`config.mk`:
```
export PLATFORM = sky130hd
export DESIGN_NAME = turn_controller
export DESIGN_NICKNAME = d
export VERILOG_FILES = /design/src/rtl/game_pkg.sv /design/src/rtl/win_checker.sv /design/src/rtl/turn_controller.sv
export SDC_FILE = /design/constraint.sdc
export NUM_CORES = 1
export LEC_CHECK = 0
export BUFFER_PORTS_ARGS = -buffer_cell sky130_fd_sc_hd__buf_2
export CELL_PAD_IN_SITES_DETAIL_PLACEMENT = 1
export CELL_PAD_IN_SITES_GLOBAL_PLACEMENT = 2
export CORE_MARGIN = 2
export CORE_UTILIZATION = 40
export DETAILED_ROUTE_END_ITERATION = 12
export PLACE_DENSITY_LB_ADDON = 0.1
export SLEW_MARGIN = 20
export SYNTH_ARGS = -nofsm -noshare
export SYNTH_HDL_FRONTEND = slang
export SYNTH_HIERARCHICAL = 1
export SYNTH_SLANG_ARGS = --single-unit
```
`constraint.sdc`:
```
create_clock -name clk -period 5.7 [get_ports clk]
set_clock_uncertainty 0.1 [all_clocks]
set_input_delay 0.285 -clock clk [delete_from_list [all_inputs] [get_ports clk]]
set_output_delay 0.285 -clock clk [all_outputs]
set_load 0.005 [all_outputs]
```
`src/rtl/game_pkg.sv`:
```
// Shared types for the 3x3 board game: cell codes, board layout and the turn FSM states.
package game_pkg;

  typedef enum logic [1:0] {
    EMPTY = 2'b00,
    P1    = 2'b01,
    P2    = 2'b10
  } cell_t;

  // Indexed as board[row][col], both 1..3.
  typedef cell_t [3:1][3:1] board_t;

  typedef enum logic [2:0] {
    StIdle,
    StTurn,
    StTimeout,
    StCheck,
    StOver
  } tc_state_t;

  typedef struct packed {
    logic [1:0] y;
    logic [1:0] x;
  } pos_t;

endpackage

```
`src/rtl/win_checker.sv`:
```
// Combinational board evaluation: does the given player own a full line, and is every cell taken.
module win_checker
  import game_pkg::*;
(
  input  board_t board,
  input  cell_t  player,
  output logic   line_win,
  output logic   board_full
);

  always_comb begin
    line_win   = 1'b0;
    board_full = 1'b1;
    for (int r = 1; r <= 3; r++) begin
      if (board[r][1] == player && board[r][2] == player && board[r][3] == player) begin
        line_win = 1'b1;
      end
      if (board[1][r] == player && board[2][r] == player && board[3][r] == player) begin
        line_win = 1'b1;
      end
      for (int c = 1; c <= 3; c++) begin
        if (board[r][c] == EMPTY) begin
          board_full = 1'b0;
        end
      end
    end
    if (board[1][1] == player && board[2][2] == player && board[3][3] == player) begin
      line_win = 1'b1;
    end
    if (board[1][3] == player && board[2][2] == player && board[3][1] == player) begin
      line_win = 1'b1;
    end
    // An empty line must never count as a win.
    if (player == EMPTY) begin
      line_win = 1'b0;
    end
  end

endmodule

```
`src/rtl/turn_controller.sv`:
```
// Game sequencer: owns the board, alternates P1/P2 turns, runs the turn timer with auto-play
// fallback, and declares a winner or a draw.
module turn_controller
  import game_pkg::*;
#(
  parameter int unsigned TURN_CYCLES = 500_000_000
) (
  input  logic       clk,
  input  logic       rst_n,
  input  logic       start,
  input  logic       move,
  input  logic       attack,
  input  logic [1:0] row,
  input  logic [1:0] col,
  input  logic       end_attack_p1,
  input  logic       end_attack_p2,
  output logic       en_attack_p1,
  output logic       en_attack_p2,
  output logic       timeout,
  output logic [1:0] rand_x,
  output logic [1:0] rand_y,
  output board_t     board,
  output logic       game_over,
  output logic [1:0] winner
);

  localparam int unsigned TimerW = $clog2(TURN_CYCLES);
  localparam logic [TimerW-1:0] TimerLast = TimerW'(TURN_CYCLES - 1);

  tc_state_t         state_q, state_d;
  cell_t             player_q, player_d;
  board_t            board_q, board_d;
  logic [TimerW-1:0] timer_q, timer_d;
  logic [1:0]        rand_x_q, rand_x_d;
  logic [1:0]        rand_y_q, rand_y_d;
  pos_t              rand_q, rand_d;
  logic              manual_q, manual_d;
  logic              game_over_q, game_over_d;
  cell_t             winner_q, winner_d;

  logic       line_win, board_full;
  logic       ack, in_play, tgt_allowed, accept;
  logic [1:0] tgt_row, tgt_col;

  win_checker u_win_checker (
    .board      (board_q),
    .player     (player_q),
    .line_win   (line_win),
    .board_full (board_full)
  );

  // Free-running scan of auto-play candidates plus the delayed copy used on timeout.
  always_comb begin
    rand_x_d = (rand_x_q == 2'd3) ? 2'd1 : rand_x_q + 2'd1;
    rand_y_d = rand_y_q;
    if (rand_x_q == 2'd3) begin
      rand_y_d = (rand_y_q == 2'd3) ? 2'd1 : rand_y_q + 2'd1;
    end
    rand_d.y = rand_y_q;
    rand_d.x = rand_x_q;
    manual_d = attack & ~move;
  end

  // Decide whether this cycle's acknowledge lands on the board, and where.
  always_comb begin
    ack = ((player_q == P1) & end_attack_p1) | ((player_q == P2) & end_attack_p2);
    in_play     = (state_q == StTurn) | (state_q == StTimeout);
    tgt_row     = manual_q ? row : rand_q.y;
    tgt_col     = manual_q ? col : rand_q.x;
    tgt_allowed = manual_q | (state_q == StTimeout);
    accept = in_play & ack & tgt_allowed & (tgt_row != 2'd0) & (tgt_col != 2'd0) &
             (board_q[tgt_row][tgt_col] == EMPTY);
  end

  always_comb begin
    state_d     = state_q;
    player_d    = player_q;
    board_d     = board_q;
    timer_d     = timer_q;
    game_over_d = game_over_q;
    winner_d    = winner_q;

    unique case (state_q)
      StIdle, StOver: begin
        if (start) begin
          board_d     = '0;
          player_d    = P1;
          game_over_d = 1'b0;
          winner_d    = EMPTY;
          timer_d     = '0;
          state_d     = StTurn;
        end
      end
      StTurn: begin
        timer_d = timer_q + 1'b1;
        if (timer_q == TimerLast) begin
          state_d = StTimeout;
        end
        if (accept) begin
          board_d[tgt_row][tgt_col] = player_q;
          state_d = StCheck;
        end
      end
      StTimeout: begin
        if (accept) begin
          board_d[tgt_row][tgt_col] = player_q;
          state_d = StCheck;
        end
      end
      StCheck: begin
        if (line_win) begin
          game_over_d = 1'b1;
          winner_d    = player_q;
          state_d     = StOver;
        end else if (board_full) begin
          game_over_d = 1'b1;
          winner_d    = EMPTY;
          state_d     = StOver;
        end else begin
          player_d = (player_q == P1) ? P2 : P1;
          timer_d  = '0;
          state_d  = StTurn;
        end
      end
      default: state_d = StIdle;
    endcase
  end

  always_ff @(posedge clk or negedge rst_n) begin
    if (!rst_n) begin
      state_q     <= StIdle;
      player_q    <= P1;
      board_q     <= '0;
      timer_q     <= '0;
      rand_x_q    <= 2'd1;
      rand_y_q    <= 2'd1;
      rand_q      <= '{y: 2'd1, x: 2'd1};
      manual_q    <= 1'b0;
      game_over_q <= 1'b0;
      winner_q    <= EMPTY;
    end else begin
      state_q     <= state_d;
      player_q    <= player_d;
      board_q     <= board_d;
      timer_q     <= timer_d;
      rand_x_q    <= rand_x_d;
      rand_y_q    <= rand_y_d;
      rand_q      <= rand_d;
      manual_q    <= manual_d;
      game_over_q <= game_over_d;
      winner_q    <= winner_d;
    end
  end

  assign en_attack_p1 = in_play & (player_q == P1);
  assign en_attack_p2 = in_play & (player_q == P2);
  assign timeout      = (state_q == StTimeout);
  assign rand_x       = rand_x_q;
  assign rand_y       = rand_y_q;
  assign board        = board_q;
  assign game_over    = game_over_q;
  assign winner       = winner_q;

endmodule
```
---- Word-level counts from Yosys, hierarchy flattened ----
Index checks and enable logic that the tools add are counted.
storage, ports and cells
  logic and storage cells ................. 165
  input port bits ......................... 11
  bits in registers ....................... 64
cells by class
  order comparisons ....................... 4
  mux-type cells .......................... 58
  bitwise logic cells ..................... 14
  reductions and logical operators ........ 42
  $add $sub $neg .......................... 3
  eq/ne operators ......................... 25
operator list
  kind                     number
  $mux W29                 3
  $pmux W29 S3             1
  $mux W18                 2
  $pmux W18 S2             1
  $add A29 B1 Y29 const B  1
  $eq A29 B29 Y1 const B   1
  $mux W2                  13
  $logic_not A2 Y1         11
  $mux W1                  21
  $bwmux W18               1
  $eq A2 B2 Y1             9
  $logic_and A1 B1 Y1      18
  $mux W3                  6
  $bmux W6 S2              1
  $demux W6 S2             1
  $mux W6                  2
  $pmux W3 S4              1
  $and A1 B1 Y1            10
  $reduce_and A3 Y1        3
  $pmux W2 S2              2
  $reduce_and A4 Y1        2
  $reduce_bool A2 Y1       4
  $eq A2 B2 Y1 const B     3
  $eq A3 B2 Y1 const B     2
  other kinds (18)         27

---- Logic depth before layout (Yosys ltp) ----
Gate-level depths: netlist of the first run.
  word-level depth ........................ 14
  mapped depth ............................ 13
  depth with buffers taken out ............ 11

---- By module ----
Netlist of the first run, hierarchy kept.
by module, submodules not included
  module           instances  cells each  area an instance (um^2)
  turn_controller  1          334         3,301.9
  win_checker      1          65          402.9

---- Least setup slack after synthesis of the first run ----
OpenSTA, ideal clock, no wires.
  path kind ............................... reg-to-reg
  from .................................... register player_q[1]
  to ...................................... register timer_q[23]
  cell stages (with the launch flop) ...... 13
  setup slack ............................. 3.121 ns
  arrival time ............................ 2.348 ns
  required time ........................... 5.468 ns
  setup time .............................. 0.132 ns
  period minus slack after synthesis ...... 2.579 ns
  path through ............................ dfrtp_1 buf_2 and3_1 o22ai_1 a211oi_2 o22ai_1 nand2_1 o21ai_1 a21oi_2 or4_4 nor3_2 xnor2_1 nor2_1
on the way
  word-level cells in the longest chain between the ends .. 14
RTL lines
  what                                    line                                                     source
  from (decl)                             turn_controller.sv:31                                    cell_t player_q, player_d;
  from (signal assigned)                  turn_controller.sv:143                                   player_q <= player_d;
  $eq A2 B2 Y1, on equally long branches  win_checker.sv:15, win_checker.sv:18, win_checker.sv:27
  $logic_and A1 B1 Y1 (2 in a row)        win_checker.sv:15                                        if (board[r][1] == player && board[r][2] == player && board[r][3] == player) begin
  $mux W1                                 win_checker.sv:15
  $mux W1                                 win_checker.sv:18                                        if (board[1][r] == player && board[2][r] == player && board[3][r] == player) begin
  $mux W1                                 win_checker.sv:15
  $mux W1                                 win_checker.sv:18
  $mux W1                                 win_checker.sv:15
  $mux W1                                 win_checker.sv:18
  $mux W1                                 win_checker.sv:27                                        if (board[1][1] == player && board[2][2] == player && board[3][3] == player) begin
  $mux W1                                 win_checker.sv:30                                        if (board[1][3] == player && board[2][2] == player && board[3][1] == player) begin
  $mux W1 *                               win_checker.sv:34                                        if (player == EMPTY) begin
  named net line_win                      turn_controller.sv:41                                    logic line_win, board_full;
  $ne A2 B2 Y1 (no line) *                n/a
  $reduce_and A4 Y1 (no line) *           n/a
  to (signal assigned)                    turn_controller.sv:145                                   timer_q <= timer_d;
  to (decl)                               turn_controller.sv:33                                    logic [TimerW-1:0] timer_q, timer_d;
Mark *: on every way through the listed nets, which the timed path passes. The rest lies on a longest branch.
A chain may end at the register's enable or synchronous reset.

---- Worst setup path in the final report of the first run ----
  from .................................... register player_q[1]
  to ...................................... register timer_q[26]
Same word-level chain as after synthesis.

==> impl_metrics.yaml, run 1 <==
clock_network:
  cts_setup_buffers: 0
  cts_tree: "done"
  holdBufCountCts: 1
  clock_path_buffers: 2
  cts_sinks: 64
  cts_buffers: 9
  cts_resized: 0
  cts-root-buf: "clkbuf_8"
  clk_latency_ns: 0.35
  htree_levels: 3
  path_clk_slew_ns: 0.07
global_route:
  grtUsageTotal: 0.213
  grt_overflow_total: 0
  grt_max_degree: 65
  grt_pass1_wl_um: 16800
  antenna_found_initial: 0
  grt_pass1_vias: 3259
timing:
  fin_crit_sh: 0.604
  layout_min_cycle_time_ns: 3.44
  final-setup-viol-count: 0
  tightest_slew_ns: 1.12
  hold_viol: 0
  max_clock_freq_mhz: 291
  maxSlewViolCount: 0
  relSlewSlack: 0.250
  rsz0062_at_grt: "false"
  setup_tns_ns: 0
yosys:
  synthesis.nets: 414
  synth_edf_count: 0
  ys_ff_latch: 64
  seq_area_frac_synth: 0.434
  syn_area_mm2: 0.00370
  synth-async-reset-ratio: 1.00
  avgSynthCellArea_um2: 9.29
  yosysWarnings: 6
  synthCells: 399
  synth_ff_type: "dfrtp_1"
  ys_types: 71
critical_path:
  reg2reg_from: "player_q[1]$_DFFE_PN0P_"
  rr_worst_depth: 10
  startpoint_type: "flip-flop"
  slowest_delay_ns: 0.71
  path_delay_family: "simple AND/OR/NAND/NOR gates"
  cp_cell_sequence: "or4_1 -> a22oi_1 -> o22ai_1 -> nand2_1 -> o21ai_1 -> a21oi_2 -> nand4bb_1 -> nor3_1 -> xnor2_1 -> nor2_1"
  crit_buf_inv: 0
  worstReg2RegEnd: "timer_q[26]$_DFFE_PN0P_"
  endpoint_kind: "flip-flop"
  ff2ff_setup_slack_ns: 2.26
  critPathSlowestCell: "dfrtp_1"
  crit_fanout: 29
  critPathRequiredTime_ns: 5.82
  path_class: "flip-flop to flip-flop"
  arrival_ns: 3.56
floorplanning:
  fp.dieW_um: 100
  start_util: 0.407
  fp.dieArea_mm2: 0.0100
  fp-row-count: 35
  die_h_um: 100
  io-pin-count: 39
  core_mm2: 0.00911
finish:
  syn_to_final_growth_pct: 13.3
  layout_common_cells: "dfrtp_1, nor2_1, buf_2, nand2_1, nor3_1"
  layout-drive-gt1-share: 0.205
  finalNetCount: 450
  final_common_cell: "dfrtp_1"
  n_antenna_cell: 0
routing:
  dr.pass1.iters: 4
  vias: 3248
  drc: 0
  routed_wl_um: 10100
  wl_per_cell_um: 18.4
  drt-initial-drc-count: 215
  via_per_inst: 5.89
  ant_nets: 0
placement:
  dp_hpwl_um: 6870
  io_buffers: 38
  gp_congestion: 0.762
power:
  ir_worst_vdd_mv: 0.164
  p_total_mw: 1.65
  cellPowerDensity_mw_per_mm2: 393
  p_leak_nw: 1.87
status:
  status: "finished clean"
min_path:
  hold_path_class: "input port to asynchronous set/reset pin"
flow_run:
  cap_violations: 0
## worst max-delay path by stage
stage | startpoint | end | slack [ns] | depth (start not counted)
global placement | player_q[1]$_DFFE_PN0P_ | timer_q[26]$_DFFE_PN0P_ | 2.39 | 10
finish | player_q[1]$_DFFE_PN0P_ | timer_q[26]$_DFFE_PN0P_ | 2.26 | 10
floorplan | player_q[1]$_DFFE_PN0P_ | timer_q[23]$_DFFE_PN0P_ | 3.12 | 12
CTS | player_q[1]$_DFFE_PN0P_ | timer_q[26]$_DFFE_PN0P_ | 2.26 | 10
global route | player_q[1]$_DFFE_PN0P_ | timer_q[26]$_DFFE_PN0P_ | 1.91 | 10
detailed placement | player_q[1]$_DFFE_PN0P_ | timer_q[26]$_DFFE_PN0P_ | 2.27 | 10
## stage by stage
stage	utilization	setup slack [ns]	area (um2)	instances	hold WS [ns]
finish	0.461	2.26	4200	551	0.0342
global route	0.461	1.91	4200	551	0.0634
detailed placement	0.436	2.27	3970	534	0.280
CTS	0.461	2.26	4200	551	0.0609
global placement	0.436	2.39	3970	534	0.279
floorplan	-	3.12	3700	399	-0.111
## routing by layer
layer | share of wire | routed length [um] | vias up | global-route usage
met5 | 0 | 0 | - | 0
met4 | 0.010 | 105 | 0 | 0.0632
met3 | 0.032 | 323 | 10 | 0.0411
met2 | 0.44 | 4430 | 51 | 0.310
met1 | 0.52 | 5270 | 1639 | 0.319
li1 | - | - | 1548 | -
## area by class of cell
cell class / instances / area, um2
Clock inverter: 5 / 80.1
Inverter: 13 / 48.8
Fill cell: 1106 / 4910
Multi-Input combinational cell: 306 / 1970
Clock buffer: 11 / 141
Tap cell: 111 / 139
Timing Repair Buffer: 41 / 215
Sequential cell: 64 / 1610
## Yosys cell counts, types with 5 or more instances
cell type  instances  area share
or2_2              7       0.012
o21ai_0           14       0.019
xor2_1             9       0.021
o22ai_1           11       0.019
xnor2_1           15       0.035
nor3_1            23       0.031
a32o_1            16       0.043
a31oi_1            7       0.012
dfstp_2            5       0.035
nand2_1           24       0.024
nand4_1            6       0.010
inv_1             12       0.012
buf_2              5      0.0068
a21oi_1            8       0.011
clkbuf_1           7      0.0071
nor2_1            51       0.052
and2_1             6       0.010
and3_1            19       0.032
nand3_1           16       0.022
dfrtp_1           59        0.40
## flip-flops by register name (all words and copies together), names as in the netlist, 2 cells and up
register / flops
timer_q: 29
board: 18
rand_q: 4
state_q: 3
player_q: 2
rand_x: 2
rand_y: 2
winner: 2
## cell families after synthesis
| family | after synthesis | synth area share |
|---|---|---|
| AOI/OAI and AO/OA | 85 | 0.175 |
| muxes | 2 | 0.00540 |
| DFF | 64 | 0.434 |
| adders and majority gates | 4 | 0.0135 |
| xor gates and xnor gates | 24 | 0.0567 |
| and+or+nand+nor | 191 | 0.281 |
| buffers and inverters | 29 | 0.0351 |
## power breakdown
group	switching (mW)	internal (mW)	total [mW]	leakage (nW)
combinational	0.304	0.221	0.524	0.917
clock	0.186	0.258	0.444	0.106
sequential	0.162	0.521	0.682	0.851
## worst reg2reg max path, delay by kind of cell, from the launching register on
kind            cells  cell delay, ns
simple gates        5            1.41
flops               1            0.71
compound gates      4            0.94
xor+xnor            1            0.17
Power figures use the tool's default switching activity.
==> run 2: changes to the inputs <==
--- a/config.mk
+++ b/config.mk
@@ -9,7 +9,7 @@
 export CELL_PAD_IN_SITES_DETAIL_PLACEMENT = 1
 export CELL_PAD_IN_SITES_GLOBAL_PLACEMENT = 2
 export CORE_MARGIN = 2
-export CORE_UTILIZATION = 40
+export CORE_UTILIZATION = 33
 export DETAILED_ROUTE_END_ITERATION = 12
 export PLACE_DENSITY_LB_ADDON = 0.1
 export SLEW_MARGIN = 20
==> constraint.sdc (replaced) <==
create_clock -name clk -period 2.8 [get_ports clk]
set_clock_uncertainty 0.1 [all_clocks]
set_input_delay 0.14 -clock clk [delete_from_list [all_inputs] [get_ports clk]]
set_output_delay 0.14 -clock clk [all_outputs]
set_load 0.005 [all_outputs]
==> impl_metrics.yaml, run 2 (synthesis results as in run 1) <==
status:
  status: "finished clean"
timing:
  rsz0062_at_grt: "true"
  whs_ns: 0.0344
  tightest_slew_ns: 0.557
  timing.final.ws_setup_ns: 0.0912
  fin_crit_sh: 0.967
  relSlewSlack: 0.628
  maxSlewViolCount: 0
  layout_min_cycle_time_ns: 2.71
  setup_tns_ns: 0
  final-setup-viol-count: 0
  max_clock_freq_mhz: 369
  hold_viol: 0
routing:
  via_per_inst: 5.48
  wl_per_cell_um: 18.1
  ant_nets: 0
  vias: 3395
  drc: 0
  routed_wl_um: 11200
  drt-initial-drc-count: 111
  dr.pass1.iters: 4
clock_network:
  cts_sinks: 64
  clk_latency_ns: 0.35
  path_clk_slew_ns: 0.07
  htree_levels: 3
  clock_path_buffers: 2
  cts_tree: "done"
  cts-root-buf: "clkbuf_8"
  cts_buffers: 9
finish:
  layout-drive-gt1-share: 0.282
  largest_reg_flops: 29
  num-fill-cells: 1279
  finalNonFillerCells: 619
  layout_common_cells: "dfrtp_1, nor2_1, buf_2, buf_4, nand2_1"
  multi_input_area_mm2: 0.00205
  post-route-util: 0.422
  seqCellArea_mm2: 0.00161
  final_common_cell: "dfrtp_1"
  regMostFlops: "timer_q"
  syn_to_final_growth_pct: 24.0
  finalNetCount: 489
  n_antenna_cell: 0
placement:
  io_buffers: 38
  gp_congestion: 0.784
  place_ws_ns: -0.0277
  dp_hpwl_um: 8220
  dp_cells: 595
critical_path:
  endpoint_kind: "flip-flop"
  path_delay_family: "simple AND/OR/NAND/NOR gates"
  slowest_delay_ns: 0.50
  arrival_ns: 2.85
  critPathRequiredTime_ns: 2.94
  path_class: "flip-flop to flip-flop"
  startpoint_type: "flip-flop"
  crit_fanout: 7
  critPathSlowestCell: "dfstp_4"
  crit_buf_inv: 3
  cp_cell_sequence: "buf_6 -> buf_6 -> buf_4 -> a31oi_1 -> a31oi_1 -> nor2_1 -> nand2_1 -> o21ai_2 -> a21oi_4 -> or4_4 -> nor3_4 -> xnor2_1 -> nor2_1"
floorplanning:
  core_mm2: 0.0109
  die_h_um: 110
  fp.dieW_um: 110
  io-pin-count: 39
  fp.dieArea_mm2: 0.0121
  fp-row-count: 38
  start_util: 0.340
power:
  intPower_mw: 2.13
  ir_worst_vdd_mv: 0.282
  clockPowerShare: 0.215
  p_switching_mw: 1.42
  p_leak_nw: 2.13
  combPwrFrac: 0.424
  cellPowerDensity_mw_per_mm2: 773
  p_seq_frac: 0.361
  sw_frac_of_total: 0.400
global_route:
  grt_pass1_vias: 3369
  grt_pass1_wl_um: 18000
  antenna_found_initial: 0
  grtUsageTotal: 0.197
  grt_overflow_total: 0
  grt_max_degree: 29
min_path:
  hold_path_class: "input port to flip-flop"
flow_run:
  cap_violations: 0
## run 2: changes by cell type in the layout (fill, tap and decap cells not counted), moves of 2 or more
cell and delta:
buf_4 +33, nor3_1 -4, nor3_4 +4, bufinv_16 -2
clkinv_2 +2, clkinvlp_4 -2, dlygate4sd3_1 +2, clkbuf_8 +2
buf_6 +4
## run 2: worst paths after layout
path / from / endpoint / slack (ns) / cells after the start
max in group asynchronous: rst_n / player_q[0]$_DFFE_PN1P_ / 1.67 / 3
setup reg to reg: player_q[0]$_DFFE_PN1P_ / timer_q[27]$_DFFE_PN0P_ / 0.09 / 13
hold / removal: start / state_q[2]$_DFFE_PN0P_ / 0.03 / 3
hold reg to reg: rand_y[0]$_DFFE_PN1N_ / rand_q[2]$_DFF_PN1_ / 0.29 / 0
setup / recovery: player_q[0]$_DFFE_PN1P_ / timer_q[27]$_DFFE_PN0P_ / 0.09 / 13
min in group asynchronous: rst_n / board[6]$_DFFE_PN0P_ / 0.16 / 2
## run 2: power groups by stage
stage          Combinational (mW)  Sequential, mW  Clock [mW]
2_1_floorplan               0.841            1.25           0
3_3_place_gp                 1.38            1.30           0
3_5_place_dp                 1.39            1.31           0
4_1_cts                      1.41            1.30       0.786
5_1_grt                      1.66            1.31       0.829
6_report                     1.51            1.28       0.763
## run 2: routing by layer
layer / global-route usage / vias up / share of wire
li1: - / 1628 / -
met1: 0.292 / 1687 / 0.51
met2: 0.279 / 63 / 0.43
met3: 0.0338 / 17 / 0.042
met4: 0.0841 / 0 / 0.020
met5: 0 / - / 0
## run 2: repair_timing
item                                   in CTS  in global routing
pin swaps                                   0                 13
endpoints found under the hold margin      17                  0
setup endpoints to repair                   7                 22
resized for setup                           2                 19
hold buffers                                3                  0
setup buffers                               0                  5
## run 2: area by class of cell
class	instances	share of cell area
Multi-Input combinational cell	306	0.446
Sequential cell	64	0.351
Timing Repair Buffer	80	0.115
Tap cell	140	0.0381
Clock buffer	13	0.0368
Inverter	13	0.0106
Clock inverter	3	0.00327
## run 2: worst reg2reg max path: stages (launching register included)
cell     delay [ns]
dfstp_4        0.50
buf_6          0.14
buf_6          0.11
buf_4          0.12
a31oi_1        0.17
a31oi_1        0.07
nor2_1         0.15
nand2_1        0.10
o21ai_2        0.17
a21oi_4        0.09
or4_4          0.49
nor3_4         0.18
xnor2_1        0.13
nor2_1         0.06
## run 2: per-stage QoR
stage	cell area [um2]	total power, mW
global route	4600	3.80
floorplan	3700	2.09
global placement	4240	2.68
finish	4600	3.55
detailed placement	4240	2.71
CTS	4470	3.49
